===== config.mk =====
export PLATFORM = sky130hd
export DESIGN_NAME = serial_to_parallel_framed
export DESIGN_NICKNAME = d
export VERILOG_FILES = /design/src/rtl/stp_pkg.sv /design/src/rtl/serial_to_parallel_framed_byte_bitstats.sv /design/src/rtl/serial_to_parallel_framed.sv
export SDC_FILE = /design/constraint.sdc
export NUM_CORES = 1
export LEC_CHECK = 0
export ABC_AREA = 1
export BUFFER_PORTS_ARGS = -buffer_cell sky130_fd_sc_hd__buf_2
export CORE_ASPECT_RATIO = 0.5
export CORE_MARGIN = 4
export CORE_UTILIZATION = 57
export DETAILED_ROUTE_END_ITERATION = 16
export PLACE_DENSITY = 0.76
export SETUP_SLACK_MARGIN = 0.2
export SYNTH_ARGS = -nofsm -noshare
export SYNTH_HDL_FRONTEND = slang
export SYNTH_HIERARCHICAL = 1
export SYNTH_SLANG_ARGS = --single-unit

===== constraint.sdc =====
create_clock -name clk -period 17.3 [get_ports clk]
set_input_delay 3.46 -clock clk [delete_from_list [all_inputs] [get_ports clk]]
set_output_delay 3.46 -clock clk [all_outputs]
set_load 0.01 [all_outputs]

===== src/rtl/stp_pkg.sv =====
// Shared types and geometry helpers for the framed serial-to-parallel assembler.
package stp_pkg;

  typedef enum logic [1:0] {
    S_N    = 2'd0,
    S_E    = 2'd1,
    S_MSG  = 2'd2,
    S_HOLD = 2'd3
  } stp_state_e;

  // Counter width able to hold 0..v-1, never narrower than one bit.
  function automatic int cnt_w(input int v);
    if (v < 2) begin
      return 1;
    end else begin
      return $clog2(v);
    end
  endfunction

  function automatic int bytes_per_op(input int n);
    return n / 8;
  endfunction

  function automatic int chunks_per_op(input int n, input int dbits);
    return n / dbits;
  endfunction

  function automatic int bytes_per_chunk(input int dbits);
    return dbits / 8;
  endfunction

endpackage


===== src/rtl/serial_to_parallel_framed_byte_bitstats.sv =====
// Combinational per-byte statistics: nonzero flag, index of the top set bit, popcount.
module byte_bitstats (
  input  logic [7:0] byte_i,
  output logic       nz_o,
  output logic [2:0] msb_o,
  output logic [3:0] pop_o
);

  // Ascending scan so the last set bit seen is the most significant one.
  always_comb begin
    msb_o = 3'd0;
    pop_o = 4'd0;
    for (int i = 0; i < 8; i++) begin
      if (byte_i[i]) begin
        msb_o = 3'(i);
        pop_o = pop_o + 4'd1;
      end else begin
        pop_o = pop_o;
      end
    end
  end

  assign nz_o = |byte_i;

endmodule


===== src/rtl/serial_to_parallel_framed.sv =====
// Assembles a UART byte stream into an RSA job frame (n, e, message blocks) with
// on-the-fly exponent statistics, BRAM write-out, ack handshake, timeout and overrun.
module serial_to_parallel_framed
  import stp_pkg::*;
#(
  parameter int N         = 64,
  parameter int NLOG2     = 6,
  parameter int DBITS     = 64,
  parameter int ABITS     = 8,
  parameter int NUM_MSG   = 1,
  parameter int BASE_ADDR = 0,
  parameter int TIMEOUT   = 0
) (
  input  logic               clk,
  input  logic               rst,
  input  logic               rx_valid,
  input  logic [7:0]         rx_byte,
  input  logic               tx_ack,
  output logic               tx_valid,
  output logic [N-1:0]       tx_n,
  output logic [N-1:0]       tx_e,
  output logic [NLOG2-1:0]   tx_e_idx,
  output logic [NLOG2:0]     tx_mp_count,
  output logic [ABITS-1:0]   wr_addr,
  output logic [DBITS-1:0]   wr_data,
  output logic               wr_en,
  output logic               overrun,
  output logic               timeout_err
);

  localparam int BYTES_PER_OP    = bytes_per_op(N);
  localparam int CHUNKS_PER_OP   = chunks_per_op(N, DBITS);
  localparam int BYTES_PER_CHUNK = bytes_per_chunk(DBITS);
  localparam int BW  = cnt_w(BYTES_PER_OP);
  localparam int CW  = cnt_w(CHUNKS_PER_OP);
  localparam int KW  = cnt_w(NUM_MSG);
  localparam int TW  = cnt_w(TIMEOUT + 1);
  localparam int MPW = NLOG2 + 1;
  localparam int TIMEOUT_LAST = (TIMEOUT > 0) ? TIMEOUT - 1 : 0;

  stp_state_e       state_q, state_d;
  logic [BW-1:0]    bcnt_q, bcnt_d;
  logic [CW-1:0]    ccnt_q, ccnt_d;
  logic [KW-1:0]    kcnt_q, kcnt_d;
  logic [TW-1:0]    idle_q, idle_d;
  logic [N-1:0]     n_q, n_d, e_q, e_d;
  logic [DBITS-1:0] chunk_q, chunk_d;
  logic [NLOG2-1:0] eidx_q, eidx_d;
  logic [MPW-1:0]   mp_q, mp_d;
  logic             seen_q, seen_d;

  logic             tx_valid_q, tx_valid_d;
  logic [N-1:0]     tx_n_q, tx_n_d, tx_e_q, tx_e_d;
  logic [NLOG2-1:0] tx_eidx_q, tx_eidx_d;
  logic [MPW-1:0]   tx_mp_q, tx_mp_d;
  logic [ABITS-1:0] wr_addr_q, wr_addr_d;
  logic [DBITS-1:0] wr_data_q, wr_data_d;
  logic             wr_en_q, wr_en_d;
  logic             overrun_q, overrun_d;
  logic             timeout_err_q, timeout_err_d;

  logic             nz_s;
  logic [2:0]       msb_s;
  logic [3:0]       pop_s;
  logic [BW-1:0]    r_s;
  logic [DBITS-1:0] chunk_next_s;
  logic             started_s;

  byte_bitstats u_bitstats (
    .byte_i (rx_byte),
    .nz_o   (nz_s),
    .msb_o  (msb_s),
    .pop_o  (pop_s)
  );

  assign r_s          = BW'(BYTES_PER_OP - 1) - bcnt_q;
  assign chunk_next_s = DBITS'({chunk_q, rx_byte});
  assign started_s    = (state_q != S_N) || (bcnt_q != '0);

  // Next-state, datapath and output-register logic.
  always_comb begin
    state_d       = state_q;
    bcnt_d        = bcnt_q;
    ccnt_d        = ccnt_q;
    kcnt_d        = kcnt_q;
    idle_d        = idle_q;
    n_d           = n_q;
    e_d           = e_q;
    chunk_d       = chunk_q;
    eidx_d        = eidx_q;
    mp_d          = mp_q;
    seen_d        = seen_q;
    tx_valid_d    = tx_valid_q;
    tx_n_d        = tx_n_q;
    tx_e_d        = tx_e_q;
    tx_eidx_d     = tx_eidx_q;
    tx_mp_d       = tx_mp_q;
    wr_addr_d     = wr_addr_q;
    wr_data_d     = wr_data_q;
    wr_en_d       = 1'b0;
    overrun_d     = overrun_q;
    timeout_err_d = 1'b0;

    case (state_q)
      S_N: begin
        if (rx_valid) begin
          n_d = N'({n_q, rx_byte});
          if (bcnt_q == BW'(BYTES_PER_OP - 1)) begin
            bcnt_d  = '0;
            state_d = S_E;
          end else begin
            bcnt_d = bcnt_q + 1'b1;
          end
        end else begin
          n_d = n_q;
        end
      end
      S_E: begin
        if (rx_valid) begin
          e_d  = N'({e_q, rx_byte});
          mp_d = mp_q + MPW'(pop_s);
          // First nonzero byte fixes the top-bit index; r is bytes still to come.
          if (!seen_q && nz_s) begin
            seen_d = 1'b1;
            eidx_d = NLOG2'({r_s, msb_s});
          end else begin
            seen_d = seen_q;
          end
          if (bcnt_q == BW'(BYTES_PER_OP - 1)) begin
            bcnt_d  = '0;
            state_d = S_MSG;
          end else begin
            bcnt_d = bcnt_q + 1'b1;
          end
        end else begin
          e_d = e_q;
        end
      end
      S_MSG: begin
        if (rx_valid) begin
          chunk_d = chunk_next_s;
          if (bcnt_q == BW'(BYTES_PER_CHUNK - 1)) begin
            bcnt_d    = '0;
            wr_en_d   = 1'b1;
            wr_data_d = chunk_next_s;
            wr_addr_d = ABITS'(BASE_ADDR + int'(kcnt_q) * CHUNKS_PER_OP
                               + CHUNKS_PER_OP - 1 - int'(ccnt_q));
            if (ccnt_q == CW'(CHUNKS_PER_OP - 1)) begin
              ccnt_d = '0;
              if (kcnt_q == KW'(NUM_MSG - 1)) begin
                kcnt_d     = '0;
                state_d    = S_HOLD;
                tx_valid_d = 1'b1;
                tx_n_d     = n_q;
                tx_e_d     = e_q;
                tx_eidx_d  = eidx_q;
                tx_mp_d    = mp_q;
              end else begin
                kcnt_d = kcnt_q + 1'b1;
              end
            end else begin
              ccnt_d = ccnt_q + 1'b1;
            end
          end else begin
            bcnt_d = bcnt_q + 1'b1;
          end
        end else begin
          chunk_d = chunk_q;
        end
      end
      S_HOLD: begin
        if (rx_valid) begin
          overrun_d = 1'b1;
        end else begin
          overrun_d = overrun_q;
        end
        if (tx_ack) begin
          tx_valid_d = 1'b0;
          state_d    = S_N;
          bcnt_d     = '0;
          ccnt_d     = '0;
          kcnt_d     = '0;
          seen_d     = 1'b0;
          eidx_d     = '0;
          mp_d       = '0;
        end else begin
          tx_valid_d = tx_valid_q;
        end
      end
      default: begin
        state_d = S_N;
      end
    endcase

    // Idle watchdog: only mid-frame, and an arriving byte always wins over expiry.
    if ((TIMEOUT > 0) && (state_q != S_HOLD) && started_s && !rx_valid) begin
      if (idle_q == TW'(TIMEOUT_LAST)) begin
        idle_d        = '0;
        timeout_err_d = 1'b1;
        state_d       = S_N;
        bcnt_d        = '0;
        ccnt_d        = '0;
        kcnt_d        = '0;
        seen_d        = 1'b0;
        eidx_d        = '0;
        mp_d          = '0;
      end else begin
        idle_d = idle_q + 1'b1;
      end
    end else begin
      idle_d = '0;
    end
  end

  // State and output registers.
  always_ff @(posedge clk or posedge rst) begin
    if (rst) begin
      state_q       <= S_N;
      bcnt_q        <= '0;
      ccnt_q        <= '0;
      kcnt_q        <= '0;
      idle_q        <= '0;
      n_q           <= '0;
      e_q           <= '0;
      chunk_q       <= '0;
      eidx_q        <= '0;
      mp_q          <= '0;
      seen_q        <= 1'b0;
      tx_valid_q    <= 1'b0;
      tx_n_q        <= '0;
      tx_e_q        <= '0;
      tx_eidx_q     <= '0;
      tx_mp_q       <= '0;
      wr_addr_q     <= '0;
      wr_data_q     <= '0;
      wr_en_q       <= 1'b0;
      overrun_q     <= 1'b0;
      timeout_err_q <= 1'b0;
    end else begin
      state_q       <= state_d;
      bcnt_q        <= bcnt_d;
      ccnt_q        <= ccnt_d;
      kcnt_q        <= kcnt_d;
      idle_q        <= idle_d;
      n_q           <= n_d;
      e_q           <= e_d;
      chunk_q       <= chunk_d;
      eidx_q        <= eidx_d;
      mp_q          <= mp_d;
      seen_q        <= seen_d;
      tx_valid_q    <= tx_valid_d;
      tx_n_q        <= tx_n_d;
      tx_e_q        <= tx_e_d;
      tx_eidx_q     <= tx_eidx_d;
      tx_mp_q       <= tx_mp_d;
      wr_addr_q     <= wr_addr_d;
      wr_data_q     <= wr_data_d;
      wr_en_q       <= wr_en_d;
      overrun_q     <= overrun_d;
      timeout_err_q <= timeout_err_d;
    end
  end

  assign tx_valid    = tx_valid_q;
  assign tx_n        = tx_n_q;
  assign tx_e        = tx_e_q;
  assign tx_e_idx    = tx_eidx_q;
  assign tx_mp_count = tx_mp_q;
  assign wr_addr     = wr_addr_q;
  assign wr_data     = wr_data_q;
  assign wr_en       = wr_en_q;
  assign overrun     = overrun_q;
  assign timeout_err = timeout_err_q;

endmodule


# Word level (Yosys, flattened, before mapping)
# Cells that the tools add are included.
dict set report totals {
  regBits 421
  latch_bits 0
  mem_bits_rw 0
  mem_bits_ro 0
  in_bits 12
  out_inout_bits 217
  word_cells 128
  mem_count 0
}
dict set report op_classes {
  add_sub_neg 15
  n_mul 0
  div_mod_pow 0
  magnitude_cmp 0
  eq_ne 15
  shift 0
  muxes 57
  bitwise_logic 2
  reduce_logical 20
}
# op count
set op_table {}
lappend op_table {{4-bit by 1-bit adder with 4-bit output (second input constant)} 6}
lappend op_table {{2-bit 2-to-1 mux} 12}
lappend op_table {{4-bit 2-to-1 mux} 6}
lappend op_table {{3-bit 2-to-1 mux} 7}
lappend op_table {{2-bit inequality test (second input constant)} 10}
lappend op_table {{1-bit 2-to-1 mux} 19}
lappend op_table {{6-bit 2-to-1 mux} 3}
lappend op_table {{7-bit 2-to-1 mux} 2}
lappend op_table {{7-bit one-hot mux with 2 select lines} 1}
lappend op_table {{6-bit one-hot mux with 2 select lines} 1}
lappend op_table {{2-bit AND reduction} 5}
lappend op_table {{5-bit AND reduction} 2}
lappend op_table {{9-bit AND reduction} 1}
lappend op_table {{1-bit one-hot mux with 2 select lines} 4}
lappend op_table {{2-bit one-hot mux with 4 select lines} 1}
lappend op_table {{4-bit AND reduction} 2}
lappend op_table {{8-bit OR reduction} 1}
lappend op_table {{7-bit by 4-bit adder with 7-bit output} 1}
lappend op_table {{3-bit one-hot mux with 2 select lines} 1}
lappend op_table {{3-bit AND reduction} 2}
lappend op_table {{6-bit AND reduction} 1}
lappend op_table {{1-bit by 1-bit adder with 2-bit output (second input constant)} 2}
lappend op_table {{2-bit equality test (second input constant)} 2}
lappend op_table {{2-bit nonzero test} 2}
lappend op_table {{13 further kinds} 15}

# Depth between registers and ports, before layout
# Gate-level depths: netlist of the first run.
dict set report depth {
  ltp_word 18
  depth_mapped 30
  depth_no_buf 30
}

# By module
# Netlist of the first run, hierarchy kept.
# module instances cells_each area_each_um2 seq_area_each_um2
set by_module_without_submodules {}
lappend by_module_without_submodules {serial_to_parallel_framed 1 1675 15975.3 10284.9}
lappend by_module_without_submodules {byte_bitstats 1 147 739.5 0.0}

# Worst setup path before layout of the first run
# Ideal clock, no wire load.
dict set report synth_timing {
  path_type {input -> register}
  start {in rx_byte[0]}
  end {reg mp_q[4]}
  setup_ns 0.118
  arrival_ns 6.516
  required_time_ns 17.182
  setup_slack_ns 10.666
  cell_stages 25
  path_buffers 0
  path_cell_list {inv_1 -> ha_1 -> nand2_2 -> inv_1 -> nor2_2 -> nand2_1 -> nand3_1 -> nand2_1 -> ha_1 -> nand2_1 -> nand3_1 -> nand3_1 -> nand2_2 -> ha_1 -> nand2_1 -> nand2_1 -> ha_1 -> nand2_1 -> o21ai_0 -> inv_1 -> fa_1 -> o21bai_1 -> nand2_1 -> nand2_1 -> nor2_1}
}
dict set report synth_via {
  elab_chain_len 18
}
# item line
set synth_lines {}
lappend synth_lines {{from (decl)} serial_to_parallel_framed.sv:17} ;# input logic [7:0] rx_byte,
lappend synth_lines {{1-bit 2-to-1 mux *} serial_to_parallel_framed_byte_bitstats.sv:14} ;# if (byte_i[i]) begin
lappend synth_lines {{1-bit by 1-bit adder with 2-bit output} serial_to_parallel_framed_byte_bitstats.sv:16} ;# pop_o = pop_o + 4'd1;
lappend synth_lines {{2-bit 2-to-1 mux *} serial_to_parallel_framed_byte_bitstats.sv:14}
lappend synth_lines {{4-bit by 1-bit adder with 4-bit output} serial_to_parallel_framed_byte_bitstats.sv:16}
lappend synth_lines {{4-bit 2-to-1 mux *} serial_to_parallel_framed_byte_bitstats.sv:14}
lappend synth_lines {{4-bit by 1-bit adder with 4-bit output} serial_to_parallel_framed_byte_bitstats.sv:16}
lappend synth_lines {{4-bit 2-to-1 mux *} serial_to_parallel_framed_byte_bitstats.sv:14}
lappend synth_lines {{4-bit by 1-bit adder with 4-bit output} serial_to_parallel_framed_byte_bitstats.sv:16}
lappend synth_lines {{(+3 left out)} -}
lappend synth_lines {{4-bit by 1-bit adder with 4-bit output} serial_to_parallel_framed_byte_bitstats.sv:16}
lappend synth_lines {{4-bit 2-to-1 mux *} serial_to_parallel_framed_byte_bitstats.sv:14}
lappend synth_lines {{4-bit by 1-bit adder with 4-bit output} serial_to_parallel_framed_byte_bitstats.sv:16}
lappend synth_lines {{4-bit 2-to-1 mux *} serial_to_parallel_framed_byte_bitstats.sv:14}
lappend synth_lines {{net pop_s[1]} serial_to_parallel_framed.sv:64} ;# logic [3:0] pop_s;
lappend synth_lines {{7-bit by 4-bit adder with 7-bit output *} serial_to_parallel_framed.sv:121} ;# mp_d = mp_q + MPW'(pop_s);
lappend synth_lines {{7-bit 2-to-1 mux *} serial_to_parallel_framed.sv:119} ;# if (rx_valid) begin
lappend synth_lines {{7-bit one-hot mux with 2 select lines *} serial_to_parallel_framed.sv:104} ;# case (state_q)
lappend synth_lines {{to (signal assigned)} serial_to_parallel_framed.sv:249} ;# mp_q <= mp_d;
lappend synth_lines {{to (decl)} serial_to_parallel_framed.sv:49} ;# logic [MPW-1:0] mp_q, mp_d;
# Mark *: on every way through the listed nets, which the timed path passes. The rest lies on a longest branch. The select of a mux whose other input is x is not followed.
# A chain may end at the register's enable or synchronous reset.

# Final worst setup path of the first run
dict set report layout_timing {
  start {in rx_byte[1]}
  end {reg mp_q[4]}
}
dict set report layout_via {
  elab_chain_len 16
}
# item line
set layout_lines {}
lappend layout_lines {{2-bit 2-to-1 mux *} serial_to_parallel_framed_byte_bitstats.sv:14}
lappend layout_lines {{4-bit by 1-bit adder with 4-bit output} serial_to_parallel_framed_byte_bitstats.sv:16}
lappend layout_lines {{4-bit 2-to-1 mux *} serial_to_parallel_framed_byte_bitstats.sv:14}
lappend layout_lines {{4-bit by 1-bit adder with 4-bit output} serial_to_parallel_framed_byte_bitstats.sv:16}
lappend layout_lines {{4-bit 2-to-1 mux *} serial_to_parallel_framed_byte_bitstats.sv:14}
lappend layout_lines {{4-bit by 1-bit adder with 4-bit output} serial_to_parallel_framed_byte_bitstats.sv:16}
lappend layout_lines {{4-bit 2-to-1 mux *} serial_to_parallel_framed_byte_bitstats.sv:14}
lappend layout_lines {{4-bit by 1-bit adder with 4-bit output} serial_to_parallel_framed_byte_bitstats.sv:16}
lappend layout_lines {{4-bit 2-to-1 mux *} serial_to_parallel_framed_byte_bitstats.sv:14}
lappend layout_lines {{4-bit by 1-bit adder with 4-bit output} serial_to_parallel_framed_byte_bitstats.sv:16}
lappend layout_lines {{4-bit 2-to-1 mux *} serial_to_parallel_framed_byte_bitstats.sv:14}
lappend layout_lines {{4-bit by 1-bit adder with 4-bit output} serial_to_parallel_framed_byte_bitstats.sv:16}
lappend layout_lines {{4-bit 2-to-1 mux *} serial_to_parallel_framed_byte_bitstats.sv:14}
lappend layout_lines {{net pop_s[1]} serial_to_parallel_framed.sv:64}
lappend layout_lines {{7-bit by 4-bit adder with 7-bit output *} serial_to_parallel_framed.sv:121}
lappend layout_lines {{7-bit 2-to-1 mux *} serial_to_parallel_framed.sv:119}
lappend layout_lines {{7-bit one-hot mux with 2 select lines *} serial_to_parallel_framed.sv:104}
# Marks and branches as above.

==> results.cfg, run 1 <==
[outcome]
outcome = finished clean

[detailed_routing]
wl_per_cell_um = 14.56
ant_nets = 0
firstDrtPassIters = 5
vias = 11979
wirelength_um = 35030
viasPerCell = 4.979
drc = 0
drt_iter0_markers = 1083

[worst_setup_path]
worst-setup-path-type = input pin to flop
path_buf_inv = 4
r2r_slack_ns = 14.51
arrival_ns = 7.05
cp_data_required_time_ns = 17.73
slowest_delay_ns = 0.47
slowest_stage = fa_1
start_kind = input pin
cpMostUsedCell = nand2_1
cp-end-kind = flop
crit_path_max_fanout = 5
cp_top_family = adder cells

[placement]
routabilityCongestion = 0.8866
dp_cells = 2346
dp_hpwl_um = 23270
port_buffers = 219

[pwr]
p_leak_nw = 9.816
ir_drop_mv = 0.09982
powerDensity_nw_per_um2 = 179.8

[sta]
setup_tns_ns = 0
whs_ns = 0.4579
clock-skew-final_ns = 0.02229
tightest_slew_ns = 1.056
setup_viol = 0
rsz0062_at_grt = no
drv_slew = 0
slew_headroom_pct = 29.59
clock.fmax_mhz = 150.9
finalCriticalPeriod_ns = 6.625
timing.final.crit_share_pct = 38.30
hold_viol_final = 0

[clock_tree]
cts_buffers = 35
postCtsHoldBufs = 0
clock-sinks = 411
insertion_delay_ns = 0.53
htreeDepth = 2
cts_tree = yes
ctsResizeCount = 0
post_cts_buffers = 0
clockBufferDepth = 3
clk_pin_slew_ns = 0.07
cts_root_buf = clkbuf_16

[grt]
grt_usage_pct = 21.94
grt_max_degree = 301
grt_antenna_before_repair = 1
grt_pass1_wl_um = 58190
grt_pass1_vias = 11453
grt_overflow_total = 0

[floorplan]
dieArea_um2 = 32290
fp-row-count = 43
core_um2 = 28300
fp.dieW_um = 250.2
io_pins = 229
initial_utilization_pct = 59.06
die_height_um = 129.1

[logic_synthesis]
synthCells = 1822
synth_top_area_share_pct = 61.53
synth.distinct_cells = 35
yosysWarnings = 6
synthFlopType = dfrtp_1
yosys.area.top_type = dfrtp_1
yosysMostFrequentCell = nand2_1
synth_edf_count = 0
synth_area_leaders = dfrtp_1 (62%), o21ai_0 (10%), nand2_1 (9.5%)
async_reset_ff_share_pct = 100.0
seq_area_frac_synth_pct = 61.53
ys_ff_latch = 411
synth_common_cells = nand2_1 (423), dfrtp_1 (411), o21ai_0 (342), inv_1 (329), nor2_1 (65)
syn_avg_cell_area_um2 = 9.174
syn_area_um2 = 16710

[finish]
multiInputGateArea_um2 = 4707
final_cells = 2406
final.fill_count = 2327
seqCellArea_um2 = 10280
insertedDiodeCount = 0
drive_above_1_share_pct = 15.81
area_delta_synth_final_pct = 14.19
finalNetCount = 2034

[min_path]
hp-class = flop to flop

[run]
max-cap-violations = 0
[where the power goes]
group          leakage (nW)  total, W  switching, W  internal (W)
Combinational          4.63  0.000955      0.000582      0.000373
Clock                 0.574  0.000810      0.000340      0.000470
Sequential             4.61   0.00167      0.000275       0.00139
[path summary, 6_finish.rpt]
path	start	end	depth (start not counted)
hold reg to reg	overrun	overrun	1
setup / recovery	rx_byte[1]	mp_q[4]	26
max in group asynchronous	rst	tx_e[4]	3
hold / removal	overrun	overrun	1
min in group asynchronous	rst	wr_data[50]	2
setup reg to reg	state_q[0]	tx_e_idx[4]	8
[stage by stage]
step,setup WS (ns),power [W],instance area (um2),utilization (%)
floorplan,2.404,0.002228,16740,-
global placement,10.27,0.002600,17910,63.29
detailed placement,10.15,0.002645,17910,63.29
CTS,10.71,0.003474,19090,67.45
global route,10.35,0.003695,19090,67.45
finish,10.67,0.003433,19090,67.45
[sequential cells by signal, summed over array words and instances, names as in the netlist, 2 cells and up]
| name | cells |
|---|---|
| state_q | 2 |
| tx_e_idx | 6 |
| bcnt_q | 3 |
| tx_e | 64 |
| mp_q | 7 |
| n_q | 64 |
| eidx_q | 6 |
| tx_n | 64 |
| wr_data | 64 |
| e_q | 64 |
| chunk_q | 56 |
| tx_mp_count | 7 |
[routing by layer]
metal,share of wire [%],up-vias,routed length (um),track usage (%)
met5,0,-,0,0
met4,2.3,0,795,6.028
met3,3.6,52,1254,3.430
met2,48,212,16920,36.35
met1,46,5764,16050,31.02
li1,-,5951,-,-
[cell families after synthesis]
| logic type | after synthesis | share of synthesized area [%] |
|---|---|---|
| other | 1 | 0.02244 |
| buffers and inverters | 428 | 10.59 |
| and+or+nand+nor | 537 | 12.76 |
| muxes | 16 | 1.078 |
| DFF | 411 | 61.53 |
| adders and majority gates | 21 | 1.617 |
| AOI/OAI and AO/OA | 405 | 12.24 |
| xor gates and xnor gates | 3 | 0.1572 |
[placed cells by master, fill, tap and decap left out, types with 3 or more instances in the layout]
cell type	n
nand2_1	420
dfrtp_1	411
o21ai_0	342
inv_1	328
buf_2	219
nor2_1	65
a21oi_1	54
clkbuf_16	36
nand3_1	27
ha_1	20
mux2_2	16
nand2_2	11
clkbuf_1	10
conb_1	9
buf_4	9
clkbuf_8	6
inv_2	4
bufinv_16	4
nand2_4	3
xor2_1	3
nand4_1	3
[layout make-up]
| type | instances | share of cell area [%] |
|---|---|---|
| Sequential cell | 411 | 53.88 |
| Multi-Input combinational cell | 991 | 24.66 |
| Inverter | 333 | 6.588 |
| Timing Repair Buffer | 229 | 6.201 |
| Clock buffer | 52 | 5.349 |
| Tap cell | 382 | 2.504 |
| Clock inverter | 8 | 0.8128 |
Note: power is estimated with default switching activity, not from simulation.
==> inputs of run 2 (changes only) <==
- ABC_AREA: 1 -> 0
- clock period: 17.3 -> 6.71 ns (I/O delays scaled with it)
==> results.cfg, run 2 <==
[worst_setup_path]
r2r-start = state_q[0]
reg2regPathDepth = 7
r2r_end = wr_data[33]
cpMostUsedCell = ha_1
cp_data_required_time_ns = 7.16
path_buf_inv = 3
crit_chain = buf_2 > inv_1 > ha_1 > xor2_2 > xnor2_1 > ha_1 > xnor2_1 > nand2_1 > and3_1 > a211oi_1 > ha_1 > mux2i_1 > inv_1 > ha_1 > nand2_1 > xnor2_1 > xnor2_1 > ha_1 > o21ai_0 > o21a_1 > or4b_1 > nand2_1
arrival_ns = 6.54
cp-end-kind = flop
slowest_delay_ns = 0.50
slowest_stage = ha_1
critPathCapture = mp_q[5]
cp_top_family = adder cells
r2r_slack_ns = 3.96
crit_path_max_fanout = 9
start_kind = input pin
worst-setup-path-type = input pin to flop
crit_start = rx_byte[1]
crit_cells = 22

[sta]
rsz0062_at_grt = no
clock-skew-final_ns = 0.01778
slew_headroom_pct = 38.01
finalCriticalPeriod_ns = 6.097
whs_ns = 0.4560
timing.final.crit_share_pct = 90.86
hold_viol_final = 0
drv_slew = 0
tightest_slew_ns = 0.9298
setup_viol = 0
clock.fmax_mhz = 164.0

[clock_tree]
clock-sinks = 411
ctsResizeCount = 0
clockBufferDepth = 3
cts_root_buf = clkbuf_16
insertion_delay_ns = 0.53
clk_pin_slew_ns = 0.06
post_cts_buffers = 0
htreeDepth = 2
cts_tree = yes
postCtsHoldBufs = 0
cts_buffers = 36

[logic_synthesis]
syn_area_um2 = 16390
synth_edf_count = 0
synth_top_area_share_pct = 62.73
yosys.area.top_type = dfrtp_1
yosysMostFrequentCell = dfrtp_1
synthCells = 1046
synth_area_leaders = dfrtp_1 (63%), mux2_2 (16%), mux2_1 (12%)
synth_common_cells = dfrtp_1 (411), mux2_2 (226), mux2_1 (171), buf_2 (29), buf_4 (26)
seq_area_frac_synth_pct = 62.73
async_reset_ff_share_pct = 100.0
synth.distinct_cells = 50
synthFlopType = dfrtp_1
syn_avg_cell_area_um2 = 15.67
yosysWarnings = 6
ys_ff_latch = 411

[finish]
drive_above_1_share_pct = 40.48
final_cells = 1669
mostFrequentLayoutCell = dfrtp_1
final_cell_mix = dfrtp_1 (411), mux2_2 (226), buf_2 (219)
seqCellArea_um2 = 10280
multiInputGateArea_um2 = 5731
final.fill_count = 1970
area_delta_synth_final_pct = 15.98
insertedDiodeCount = 0
finalNetCount = 1294

[detailed_routing]
drt_iter0_markers = 516
drc = 0
wl_per_cell_um = 18.98
wirelength_um = 31690
ant_nets = 0
vias = 9086
firstDrtPassIters = 4
viasPerCell = 5.444

[grt]
grt_max_degree = 170
use_met1_pct = 27.59
use_met2_pct = 33.90
grt_pass1_vias = 9670
gr-max-usage-layer = met2
grt_antenna_before_repair = 0
grt_pass1_wl_um = 52270
grt_overflow_total = 0
grt_use_met3_pct = 4.890
grt_usage_pct = 20.48

[floorplan]
initial_utilization_pct = 58.49
dieArea_um2 = 31700
io_pins = 229
fp.dieW_um = 247.8
die_height_um = 127.9
core_um2 = 28030
fp-row-count = 43

[placement]
dp_hpwl_um = 20990
routabilityCongestion = 0.8184
dp_cells = 1605
port_buffers = 219

[run]
max-cap-violations = 0

[pwr]
p_leak_nw = 10.00
ir_drop_mv = 0.2437
finalPower_w = 0.008173
powerDensity_nw_per_um2 = 429.8

[outcome]
outcome = finished clean

[min_path]
hp-class = flop to flop
run 2: through the flow:
stage | setup WS [ns] | setup TNS [ns] | utilization [%] | cell area (um2)
detailed placement | 0.2525 | 0 | 63.37 | 17760
global placement | 0.6663 | 0 | 63.37 | 17760
finish | 0.6132 | 0 | 67.83 | 19010
floorplan | -0.1716 | -70.54 | - | 16430
CTS | 0.7508 | 0 | 67.83 | 19010
global route | 0.4563 | 0 | 67.83 | 19010
run 2: area by class of cell:
class                      instances  area share [%]
clock buffer                      56           6.041
clock inverter                     8          0.5462
sequential                       411           54.09
tap                              382           2.514
inverter                          17          0.3553
timing repair buffer             228           6.317
multi-input combinational        567           30.14
run 2: kinds of logic (layout without fill, tap and decap cells):
family	Yosys count	after routing	synth area share [%]
other	1	9	0.02287
adders and majority gates	21	21	1.648
and+or+nand+nor	72	72	2.213
DFF	411	411	62.73
xor gates and xnor gates	15	15	1.114
buffers and inverters	76	309	2.602
muxes	403	403	27.63
AOI/OAI and AO/OA	47	47	2.030
run 2: worst min path at each step:
stage | start | end | slack [ns] | depth (start not counted)
6_report | overrun | overrun | 0.46 | 1
4_1_cts | overrun | overrun | 0.46 | 1
3_3_place_gp | overrun | overrun | 0.44 | 1
3_5_place_dp | overrun | overrun | 0.44 | 1
2_1_floorplan | eidx_q[0] | eidx_q[0] | 0.45 | 1
5_1_grt | overrun | overrun | 0.47 | 1
run 2: worst register-to-register path, delay by kind of cell (launching register included):
family,cells,cell delay [ns]
buffers and inverters,3,1.14
muxes,1,0.45
DFF,1,0.42
and+or+nand+nor,2,0.36
adders and majority gates,1,0.27
run 2: routing by layer:
layer / up-vias / share of wire (%)
met3: 61 / 5.1
met4: 0 / 2.4
li1: 4132 / -
met2: 197 / 49
met1: 4696 / 44
met5: - / 0
run 2: power breakdown:
| group | total, W | leakage, nW | switching, W | internal [W] |
|---|---|---|---|---|
| clock | 0.00215 | 0.619 | 0.000892 | 0.00126 |
| sequential | 0.00397 | 5.38 | 0.000600 | 0.00337 |
| combinational | 0.00205 | 4.00 | 0.000935 | 0.00111 |
| total | 0.00817 | 10.0 | 0.00243 | 0.00575 |
